<file path="src/rtl/spi_sd_ctrl_if.sv">
// CPU register-access bus for spi_sd_ctrl: one-cycle strobe, direction, register
// select, write data and combinational read data.
interface spi_sd_ctrl_if;
  logic       STB;
  logic       RW;
  logic [1:0] RS;
  logic [7:0] DIN;
  logic [7:0] DOUT;

  modport master (output STB, RW, RS, DIN, input DOUT);
  modport slave  (input STB, RW, RS, DIN, output DOUT);
endinterface

</file>
<file path="src/rtl/spi_sd_ctrl.sv">
// SPI mode-0 byte engine for two SD card slots behind a strobed 4-register CPU port.
// Define SPI_IRQ_EN to build the IE/DONE completion interrupt on nIRQ.
module spi_sd_ctrl #(
  parameter logic [7:0] DIV_RST = 8'd59
) (
  input  logic         MHZ48,
  input  logic         nRES,
  spi_sd_ctrl_if.slave bus,
  output logic         SCLK,
  output logic         MOSI,
  input  logic         MISO,
  output logic         nSD0,
  output logic         nSD1,
  output logic         nIRQ
);

  typedef enum logic [1:0] {ST_IDLE, ST_LO, ST_HI} state_e;

  state_e     state_q, state_d;
  logic [7:0] cnt_q, cnt_d, reload_q, reload_d, div_q, div_d;
  logic [7:0] shift_q, shift_d, rx_q, rx_d;
  logic [2:0] bit_q, bit_d;
  logic       miso_q, miso_d, sclk_q, sclk_d, mosi_q, mosi_d;
  logic       ovr_q, ovr_d, auto_q, auto_d, nsd0_q, nsd0_d, nsd1_q, nsd1_d;
  logic       ie_q;
  logic       data_wr, data_rd, ctrl_wr, ctrl_rd, div_wr, busy, start, xfer_last;

  assign data_wr   = bus.STB && !bus.RW && (bus.RS == 2'd0);
  assign data_rd   = bus.STB &&  bus.RW && (bus.RS == 2'd0);
  assign ctrl_wr   = bus.STB && !bus.RW && (bus.RS == 2'd1);
  assign ctrl_rd   = bus.STB &&  bus.RW && (bus.RS == 2'd1);
  assign div_wr    = bus.STB && !bus.RW && (bus.RS == 2'd2);
  assign busy      = (state_q != ST_IDLE);
  assign start     = !busy && (data_wr || (data_rd && auto_q));
  assign xfer_last = (state_q == ST_HI) && (cnt_q == 8'd0) && (bit_q == 3'd7);

  always_comb begin
    // NOTE: every _d takes its hold value first, so no path through this block infers a latch.
    state_d  = state_q;
    cnt_d    = cnt_q;
    reload_d = reload_q;
    bit_d    = bit_q;
    shift_d  = shift_q;
    miso_d   = miso_q;
    rx_d     = rx_q;
    div_d    = div_wr ? bus.DIN : div_q;
    ovr_d    = ovr_q;
    auto_d   = auto_q;
    nsd0_d   = nsd0_q;
    nsd1_d   = nsd1_q;

    if (ctrl_rd)         ovr_d = 1'b0;
    if (data_wr && busy) ovr_d = 1'b1;  // overrun flag: set wins over the read-clear
    if (ctrl_wr) begin
      nsd0_d = bus.DIN[0];
      nsd1_d = bus.DIN[1];
      auto_d = bus.DIN[2];
    end

    case (state_q)
      ST_IDLE: begin
        if (start) begin
          state_d  = ST_LO;
          shift_d  = data_wr ? bus.DIN : 8'hFF;
          reload_d = div_q;
          cnt_d    = div_q;
          bit_d    = 3'd0;
        end
      end
      ST_LO: begin
        if (cnt_q == 8'd0) begin
          state_d = ST_HI;
          cnt_d   = reload_q;
          miso_d  = MISO;
        end else begin
          cnt_d = cnt_q - 8'd1;
        end
      end
      ST_HI: begin
        // The sampled bit joins the shifter only on exit so TX[0] survives until its turn.
        if (xfer_last) begin
          state_d = ST_IDLE;
          rx_d    = {shift_q[6:0], miso_q};
        end else if (cnt_q == 8'd0) begin
          state_d = ST_LO;
          shift_d = {shift_q[6:0], miso_q};
          bit_d   = bit_q + 3'd1;
          cnt_d   = reload_q;
        end else begin
          cnt_d = cnt_q - 8'd1;
        end
      end
      default: state_d = ST_IDLE;
    endcase

    sclk_d = (state_d == ST_HI);
    mosi_d = (state_d == ST_IDLE) ? 1'b1 : shift_d[7];
  end

  // NOTE: sequential state uses non-blocking assignments so every flop sees pre-edge values.
  always_ff @(posedge MHZ48 or negedge nRES) begin
    if (!nRES) begin
      state_q  <= ST_IDLE;
      cnt_q    <= 8'd0;
      reload_q <= 8'd0;
      div_q    <= DIV_RST;
      shift_q  <= 8'hFF;
      rx_q     <= 8'hFF;
      bit_q    <= 3'd0;
      miso_q   <= 1'b1;
      sclk_q   <= 1'b0;
      mosi_q   <= 1'b1;
      ovr_q    <= 1'b0;
      auto_q   <= 1'b0;
      nsd0_q   <= 1'b1;
      nsd1_q   <= 1'b1;
    end else begin
      state_q  <= state_d;
      cnt_q    <= cnt_d;
      reload_q <= reload_d;
      div_q    <= div_d;
      shift_q  <= shift_d;
      rx_q     <= rx_d;
      bit_q    <= bit_d;
      miso_q   <= miso_d;
      sclk_q   <= sclk_d;
      mosi_q   <= mosi_d;
      ovr_q    <= ovr_d;
      auto_q   <= auto_d;
      nsd0_q   <= nsd0_d;
      nsd1_q   <= nsd1_d;
    end
  end

`ifdef SPI_IRQ_EN
  logic ie_r, done_q, nirq_q;

  always_ff @(posedge MHZ48 or negedge nRES) begin
    if (!nRES) begin
      ie_r   <= 1'b0;
      done_q <= 1'b0;
      nirq_q <= 1'b1;
    end else begin
      if (ctrl_wr) ie_r <= bus.DIN[3];
      if (xfer_last) begin
        done_q <= 1'b1;
      end else if (data_rd || data_wr || (ctrl_wr && !bus.DIN[3])) begin
        done_q <= 1'b0;
      end
      nirq_q <= ~(done_q & ie_r);
    end
  end

  assign ie_q = ie_r;
  assign nIRQ = nirq_q;
`else
  assign ie_q = 1'b0;
  assign nIRQ = 1'b1;
`endif

  always_comb begin
    case (bus.RS)
      2'd0:    bus.DOUT = rx_q;
      2'd1:    bus.DOUT = {busy, ovr_q, 2'b00, ie_q, auto_q, nsd1_q, nsd0_q};
      2'd2:    bus.DOUT = div_q;
      default: bus.DOUT = 8'h00;
    endcase
  end

  assign SCLK = sclk_q;
  assign MOSI = mosi_q;
  assign nSD0 = nsd0_q;
  assign nSD1 = nsd1_q;

endmodule

</file>
<file path="src/flat_wrapper.sv">
// flat-port wrapper written by rule: the top's interface ports become plain ports
module spi_sd_ctrl_flat 
#(
  parameter logic [7:0] DIV_RST = 8'd59
)
  (MHZ48, nRES, SCLK, MOSI, MISO, nSD0, nSD1, nIRQ, bus_STB, bus_RW, bus_RS, bus_DIN, bus_DOUT);
  spi_sd_ctrl_if bus_i ();
  input  logic MHZ48;
  input  logic nRES;
  output logic SCLK;
  output logic MOSI;
  input  logic MISO;
  output logic nSD0;
  output logic nSD1;
  output logic nIRQ;
  input wire logic [$bits(bus_i.STB)-1:0] bus_STB;
  input wire logic [$bits(bus_i.RW)-1:0] bus_RW;
  input wire logic [$bits(bus_i.RS)-1:0] bus_RS;
  input wire logic [$bits(bus_i.DIN)-1:0] bus_DIN;
  output wire logic [$bits(bus_i.DOUT)-1:0] bus_DOUT;
  assign bus_i.STB = bus_STB;
  assign bus_i.RW = bus_RW;
  assign bus_i.RS = bus_RS;
  assign bus_i.DIN = bus_DIN;
  assign bus_DOUT = bus_i.DOUT;
  spi_sd_ctrl #(.DIV_RST(DIV_RST)) u_core (.MHZ48(MHZ48), .nRES(nRES), .bus(bus_i), .SCLK(SCLK), .MOSI(MOSI), .MISO(MISO), .nSD0(nSD0), .nSD1(nSD1), .nIRQ(nIRQ));
endmodule
</file>
<file path="config.mk">
export PLATFORM = sky130hd
export DESIGN_NAME = spi_sd_ctrl_flat
export DESIGN_NICKNAME = d
export VERILOG_FILES = /design/src/rtl/spi_sd_ctrl_if.sv /design/src/rtl/spi_sd_ctrl.sv /design/src/flat_wrapper.sv
export SDC_FILE = /design/constraint.sdc
export NUM_CORES = 1
export LEC_CHECK = 0
export ABC_AREA = 1
export CAP_MARGIN = 20
export CORE_MARGIN = 1.5
export CORE_UTILIZATION = 51
export CTS_CLUSTER_DIAMETER = 50
export DETAILED_ROUTE_END_ITERATION = 10
export PLACE_DENSITY = 0.75
export RECOVER_POWER = 25
export SKIP_LAST_GASP = 1
export SLEW_MARGIN = 20
export SYNTH_ARGS = -nofsm -noshare
export SYNTH_HDL_FRONTEND = slang
export SYNTH_SLANG_ARGS = --single-unit
</file>
<file path="constraint.sdc">
create_clock -name MHZ48 -period 1.8 [get_ports MHZ48]
set_clock_uncertainty 0.1 [all_clocks]
set_input_delay 0.18 -clock MHZ48 [delete_from_list [all_inputs] [get_ports MHZ48]]
set_output_delay 0.18 -clock MHZ48 [all_outputs]
set_load 0.01 [all_outputs]
</file>
==> results.sh, run 1 <==
export IMPL_crit_type="in2out"
export IMPL_gp_congestion=0.8813
export IMPL_worstSetupStartpointType="primary input"
export IMPL_cts_root_buffer="clkbuf_8"
export IMPL_finalWirelength_mm=6.585
export IMPL_drt_first_pass_iters=5
export IMPL_grt_pass1_wl_mm=11.12
export IMPL_grt_overflow_total=0
export IMPL_crit_arrival_ps=1500
export IMPL_final_cell_mix="nand2_1 (81), inv_1 (43), o21ai_0 (41), buf_4 (28), dfrtp_1 (27)"
export IMPL_cts_max_level=2
export IMPL_drtIter0Drc=151
export IMPL_met3WireLength_um=278
export IMPL_worstHoldPathType="in2reg"
export IMPL_syn_area_um2=2897
export IMPL_cp_data_required_time_ps=1520
export IMPL_ant_nets=0
export IMPL_final_nets=426
export IMPL_drcViolationCount=0
export IMPL_cp_max_fo=8
export IMPL_via_count=2506
export IMPL_hpwl_mm=5.050
export IMPL_syn_inst=350
export IMPL_die_area_um2=6140
export IMPL_tightest_slew_ps=1073
export IMPL_leakage_nw=1.597
export IMPL_core_area_um2=5507
export IMPL_postLayoutCoreUtil_pct=64.33
export IMPL_min_period_over_period_pct=98.87
export IMPL_drive_gt1_share_pct=28.15
export IMPL_tns_ps=0
export IMPL_worstSetupEndpointType="primary output"
export IMPL_yosysTopAreaCell="dfrtp_1"
export IMPL_drv_cap=0
export IMPL_status="finished, final reports clean"
export IMPL_rows=27
export IMPL_final_common_cell="nand2_1"
export IMPL_total_power_mw=3.946
export IMPL_slew_headroom_pct=28.44
export IMPL_syn_to_final_growth_pct=22.29
export IMPL_highest_layer="met4"
export IMPL_grt_setup_unrepaired="true"
export IMPL_ys_top_cells_by_area="dfrtp_1 (23%), dfstp_2 (23%), nand2_1 (11%), o21ai_0 (7.1%), inv_1 (6.1%)"
export IMPL_chipHeight_um=78.36
export IMPL_synth_cell_type_count=35
export IMPL_wl_met2_mm=3.174
export IMPL_grtUsageTotal_pct=23.33
export IMPL_n_antenna_cell=0
export IMPL_path_clk_slew_ps=90
export IMPL_first_global_vias=2389
export IMPL_fp_dieW_um=78.36
export IMPL_wl_met1_mm=3.064
export IMPL_portBuffers=26
export IMPL_clock_sinks=52
export IMPL_peakVddDrop_mv=0.6056
export IMPL_cts_tree="yes"
export IMPL_start_util_pct=52.60
export IMPL_yosysWarnings=0
export IMPL_synthesis_nets=372
export IMPL_nFillCells=480
export IMPL_yosysSeqAreaShare_pct=46.00
export IMPL_ios=28
export IMPL_post_synth_top_area_fraction_pct=23.33
export IMPL_clk_latency_ps=310
export IMPL_cts_buffers=5
export IMPL_grt_max_degree=24
export IMPL_antenna_found_initial=0
export IMPL_synth_seq_cells=52
export IMPL_max_freq_mhz=561.9
export IMPL_viasPerCell=5.254
export IMPL_cts_buffer_depth=2
export IMPL_wl_per_cell_um=13.81
export IMPL_hold_violations=0
export IMPL_power_per_cell_area_nw_per_um2=1114
export IMPL_avgSynthCellArea_um2=8.276
export IMPL_drv_slew=0
export IMPL_finalSetupViolCount=0
export IMPL_period_needed_ps=1780
logic make-up after synthesis:
group / after synthesis / share of synthesized area, %
simple gates: 136 / 22.07
compound gates: 90 / 18.40
other cells: 1 / 0.1295
flops: 52 / 46.00
fa+ha+maj: 7 / 3.024
mux: 1 / 0.3887
xor+xnor: 2 / 0.6049
buf+inv: 61 / 9.373
power by group:
| part | switching, mW | internal [mW] |
|---|---|---|
| logic | 0.863 | 0.665 |
| registers | 0.236 | 1.52 |
| clock network | 0.390 | 0.272 |
cell usage after synthesis:
library cell	count
inv_1	47
o21ai_1	15
o21ai_0	41
nand3_1	9
nor2_2	5
o22ai_1	5
mux2_2	1
nand2_1	82
nor2_4	3
buf_4	2
xor2_1	2
nand3_4	1
dfstp_2	25
nor2_1	23
nand3b_1	1
o221ai_1	5
clkbuf_1	3
ha_1	7
a21oi_1	10
a31oi_1	1
nand3_2	3
conb_1	1
dfrtp_1	27
inv_4	1
a21oi_2	3
nor3_1	1
buf_2	1
nand4_4	1
nand2_2	5
inv_2	2
buf_6	4
clkbuf_2	1
nand2_4	2
o21ai_2	9
a21oi_4	1
through the flow:
step / hold WS (ps) / instances / worst slack (ps) / area (um2)
6_report: 305.0 / 477 / 20.39 / 3542
2_1_floorplan: -215.6 / 350 / 94.79 / 2897
4_1_cts: 246.7 / 475 / -10.73 / 3490
5_1_grt: 345.9 / 477 / -12.13 / 3542
3_5_place_dp: 56.52 / 466 / -314.5 / 3391
3_3_place_gp: 46.78 / 466 / -289.6 / 3391
final timing paths:
check | from | end | slack (ps) | cells after the start
max in group asynchronous | nRES | u_core.div_q[0] | 290 | 3
max | bus_RS[0] | bus_DOUT[2] | 20 | 5
min | MISO | u_core.miso_q | 300 | 3
min reg2reg | u_core.shift_q[1] | u_core.shift_q[1] | 390 | 2
min in group asynchronous | nRES | u_core.div_q[7] | 480 | 2
max reg2reg | u_core.state_q[0] | u_core.cnt_q[5] | 80 | 11
area by class of cell:
| class | instances | area (um2) | area share, % |
|---|---|---|---|
| Clock buffer | 5 | 68.82 | 1.943 |
| Multi-Input combinational cell | 237 | 1329 | 37.51 |
| Timing Repair Buffer | 58 | 508.0 | 14.34 |
| Tap cell | 72 | 90.09 | 2.543 |
| Sequential cell | 52 | 1333 | 37.62 |
| Inverter | 50 | 195.2 | 5.510 |
| Clock inverter | 3 | 18.77 | 0.5298 |
metal layers:
layer,vias up,global-route usage [%]
met4,0,4.821
li1,1240,-
met5,-,0
met2,74,39.04
met3,7,3.488
met1,1185,32.33
sequential cells by signal (all words and copies together), names as in the netlist, 2 cells and up:
name / count
u_core.bit_q: 3
u_core.cnt_q: 8
u_core.div_q: 8
u_core.reload_q: 8
u_core.rx_q: 8
u_core.shift_q: 8
u_core.state_q: 2
worst max-delay path: stages:
cell,delay (ps)
clkdlybuf4s50_1,580
nor2_4,50
inv_1,230
o221ai_1,150
dlygate4sd2_1,310
repair_timing:
item,CTS,global route
hold buffers,1,0
gates resized for setup,14,19
endpoints found under the hold margin,13,0
endpoints found under the setup margin,16,30
buffers inserted,0,2
No activity file was read; power rests on OpenSTA's default activity.
==> run 2: changes to the inputs <==
--- a/config.mk
+++ b/config.mk
@@ -6,6 +6,7 @@
 export NUM_CORES = 1
 export LEC_CHECK = 0
 export ABC_AREA = 1
+export ABC_CLOCK_PERIOD_IN_PS = 1800
 export CAP_MARGIN = 20
 export CORE_MARGIN = 1.5
 export CORE_UTILIZATION = 51
==> results of run 2 <==
Same layout as run 1: the final DEF is identical, and so are final timing and power.
==> run 3: changes to the inputs <==
--- a/config.mk
+++ b/config.mk
@@ -9,10 +9,10 @@
 export ABC_CLOCK_PERIOD_IN_PS = 1800
 export CAP_MARGIN = 20
 export CORE_MARGIN = 1.5
-export CORE_UTILIZATION = 51
+export CORE_UTILIZATION = 25
+export CTS_BUF_LIST = sky130_fd_sc_hd__clkbuf_4 sky130_fd_sc_hd__clkbuf_8
 export CTS_CLUSTER_DIAMETER = 50
 export DETAILED_ROUTE_END_ITERATION = 10
-export PLACE_DENSITY = 0.75
 export RECOVER_POWER = 25
 export SKIP_LAST_GASP = 1
 export SLEW_MARGIN = 20
==> run 3 against run 2 <==
First-iteration DRC count up 17%. Via count up 0.12%. Count of clock-buffer cells in the layout up 1. Combinational power up 9%. Critical path depth up 5. Fmax up 3.5%. Critical endpoint is now u_core.bit_q[0].
==> results.sh, run 3 (same netlist as run 1, synthesis figures left out) <==
export IMPL_viasPerCell=4.537
export IMPL_fp_dieW_um=110.6
export IMPL_status="finished, final reports clean"
export IMPL_reg2regPathDepth=10
export IMPL_worstHoldStart="MISO"
export IMPL_clock_sinks=52
export IMPL_nFillCells=1173
export IMPL_peakVddDrop_mv=0.3560
export IMPL_hold_violations=0
export IMPL_worstSetupEndpointType="flop"
export IMPL_cp_slowest_cell="dfrtp_1"
export IMPL_via_count=2509
export IMPL_wl_met2_mm=3.339
export IMPL_start_util_pct=25.48
export IMPL_drv_slew=0
export IMPL_first_global_vias=2591
export IMPL_antenna_found_initial=0
export IMPL_holdPathStages=3
export IMPL_n_antenna_cell=0
export IMPL_cp_buffers_inverters=2
export IMPL_max_freq_mhz=581.7
export IMPL_final_common_cell="nand2_1"
export IMPL_crit_arrival_ps=1830
export IMPL_rr_startpoint="u_core.cnt_q[1]"
export IMPL_cts_buffer_depth=2
export IMPL_core_area_um2=11370
export IMPL_finalWirelength_mm=7.395
export IMPL_portBuffers=26
export IMPL_worstHoldPathType="in2reg"
export IMPL_cts_buffers=5
export IMPL_finalSetupViolCount=0
export IMPL_drt_first_pass_iters=4
export IMPL_ios=28
export IMPL_cpMostUsedCell="nand2_2"
export IMPL_clk_latency_ps=320
export IMPL_ant_nets=0
export IMPL_cts_max_level=2
export IMPL_min_period_over_period_pct=95.51
export IMPL_wl_per_cell_um=13.37
export IMPL_cp_data_required_time_ps=1910
export IMPL_drive_gt1_share_pct=32.93
export IMPL_cts_tree="yes"
export IMPL_chipHeight_um=110.6
export IMPL_wl_met1_mm=3.621
export IMPL_grt_pass1_wl_mm=12.59
export IMPL_rows=39
export IMPL_period_needed_ps=1719
export IMPL_final_cell_mix="nand2_1 (82), inv_1 (42), o21ai_0 (39), buf_4 (29), dfrtp_1 (27)"
export IMPL_fin_ws_ps=80.85
export IMPL_hpwl_mm=5.498
export IMPL_drcViolationCount=0
export IMPL_cp_max_fo=6
export IMPL_crit_type="reg2reg"
export IMPL_met3WireLength_um=306
export IMPL_power_per_cell_area_nw_per_um2=1148
export IMPL_cp_top_family="simple AND/OR/NAND/NOR gates"
export IMPL_drtIter0Drc=177
export IMPL_slew_headroom_pct=22.24
export IMPL_r2r_end="u_core.bit_q[0]"
export IMPL_tightest_slew_ps=1166
export IMPL_r2r_setup_slack_ps=80
export IMPL_final_nets=431
export IMPL_syn_to_final_growth_pct=29.55
export IMPL_leakage_nw=1.640
export IMPL_critPathMaxStageDelay_ps=370
export IMPL_post_place_ws_ps=-341.4
export IMPL_min_to="u_core.miso_q"
export IMPL_drv_cap=0
export IMPL_grt_overflow_total=0
export IMPL_path_clk_slew_ps=100
export IMPL_grt_max_degree=53
export IMPL_postLayoutCoreUtil_pct=33.00
export IMPL_grtUsageTotal_pct=12.49
export IMPL_gp_congestion=0.8683
export IMPL_highest_layer="met4"
export IMPL_cts_root_buffer="clkbuf_8"
export IMPL_die_area_um2=12240
export IMPL_crit_chain="inv_1, ha_4, nand2_2, nor2_4, nand2_2, nand2_2, nand3_2, buf_4, a21oi_2, a21oi_2"
export IMPL_worstSetupStartpointType="flop"
-- run 3: cell count changes in the layout (fill, tap and decap cells not counted), sizes merged --
cell and change:
dlygate4sd2 -5, buf +8, clkbuf +4, clkinv -2, bufinv +1, clkdlybuf4s50 -1
dlymetal6s2s +1, inv -2, clkdlybuf4s15 -1, clkinvlp +2
-- run 3: metrics by stage --
step | setup TNS (ps) | hold WS (ps) | area, um2 | std cells | total power, mW
floorplan | 0 | -215.6 | 2897 | 350 | 2.717
global placement | -2704 | 112.8 | 3500 | 538 | 3.220
detailed placement | -3105 | 100.6 | 3500 | 538 | 3.257
CTS | -48.71 | 302.4 | 3636 | 548 | 4.146
global route | -2.533 | 324.1 | 3752 | 553 | 4.622
finish | 0 | 294.3 | 3752 | 553 | 4.307
-- run 3: layer usage --
layer | track usage, % | vias up
met5 | 0 | -
met4 | 3.504 | 0
met3 | 2.195 | 11
met2 | 19.67 | 59
met1 | 17.64 | 1190
li1 | - | 1249
-- run 3: worst max-delay path by stage --
stage | start | end | depth (start not counted)
detailed placement | bus_RS[1] | bus_DOUT[0] | 6
floorplan | u_core.state_q[0] | u_core.cnt_q[6] | 10
global placement | bus_RS[1] | bus_DOUT[0] | 6
global route | u_core.cnt_q[0] | u_core.MOSI | 10
CTS | bus_RS[1] | bus_DOUT[0] | 6
finish | u_core.cnt_q[1] | u_core.bit_q[0] | 10
-- run 3: layout make-up --
| type | count | area (um2) | area share, % |
|---|---|---|---|
| Clock buffer | 6 | 82.58 | 2.201 |
| Clock inverter | 2 | 38.79 | 1.034 |
| Inverter | 50 | 197.7 | 5.268 |
| Multi-Input combinational cell | 237 | 1393 | 37.11 |
| Sequential cell | 52 | 1333 | 35.51 |
| Tap cell | 143 | 178.9 | 4.768 |
| Timing Repair Buffer | 63 | 529.3 | 14.10 |
-- run 3: tightest hold or removal path: cells and delay by family --
family | cells | cell delay, ps
AOI/OAI and AO/OA | 1 | 70
buffers and inverters | 2 | 460
-- run 3: what timing repair did --
item,in CTS,in global routing
endpoints found under the hold margin,27,0
endpoints found under the setup margin,12,26
hold buffers,1,0
gates resized for setup,11,48
setup buffers,1,5
pin swaps,1,16
gates cloned,0,0
-- run 3: where the power goes --
part,switching (mW),internal (mW)
Clock,0.419,0.456
Combinational,0.923,0.746
Sequential,0.244,1.52
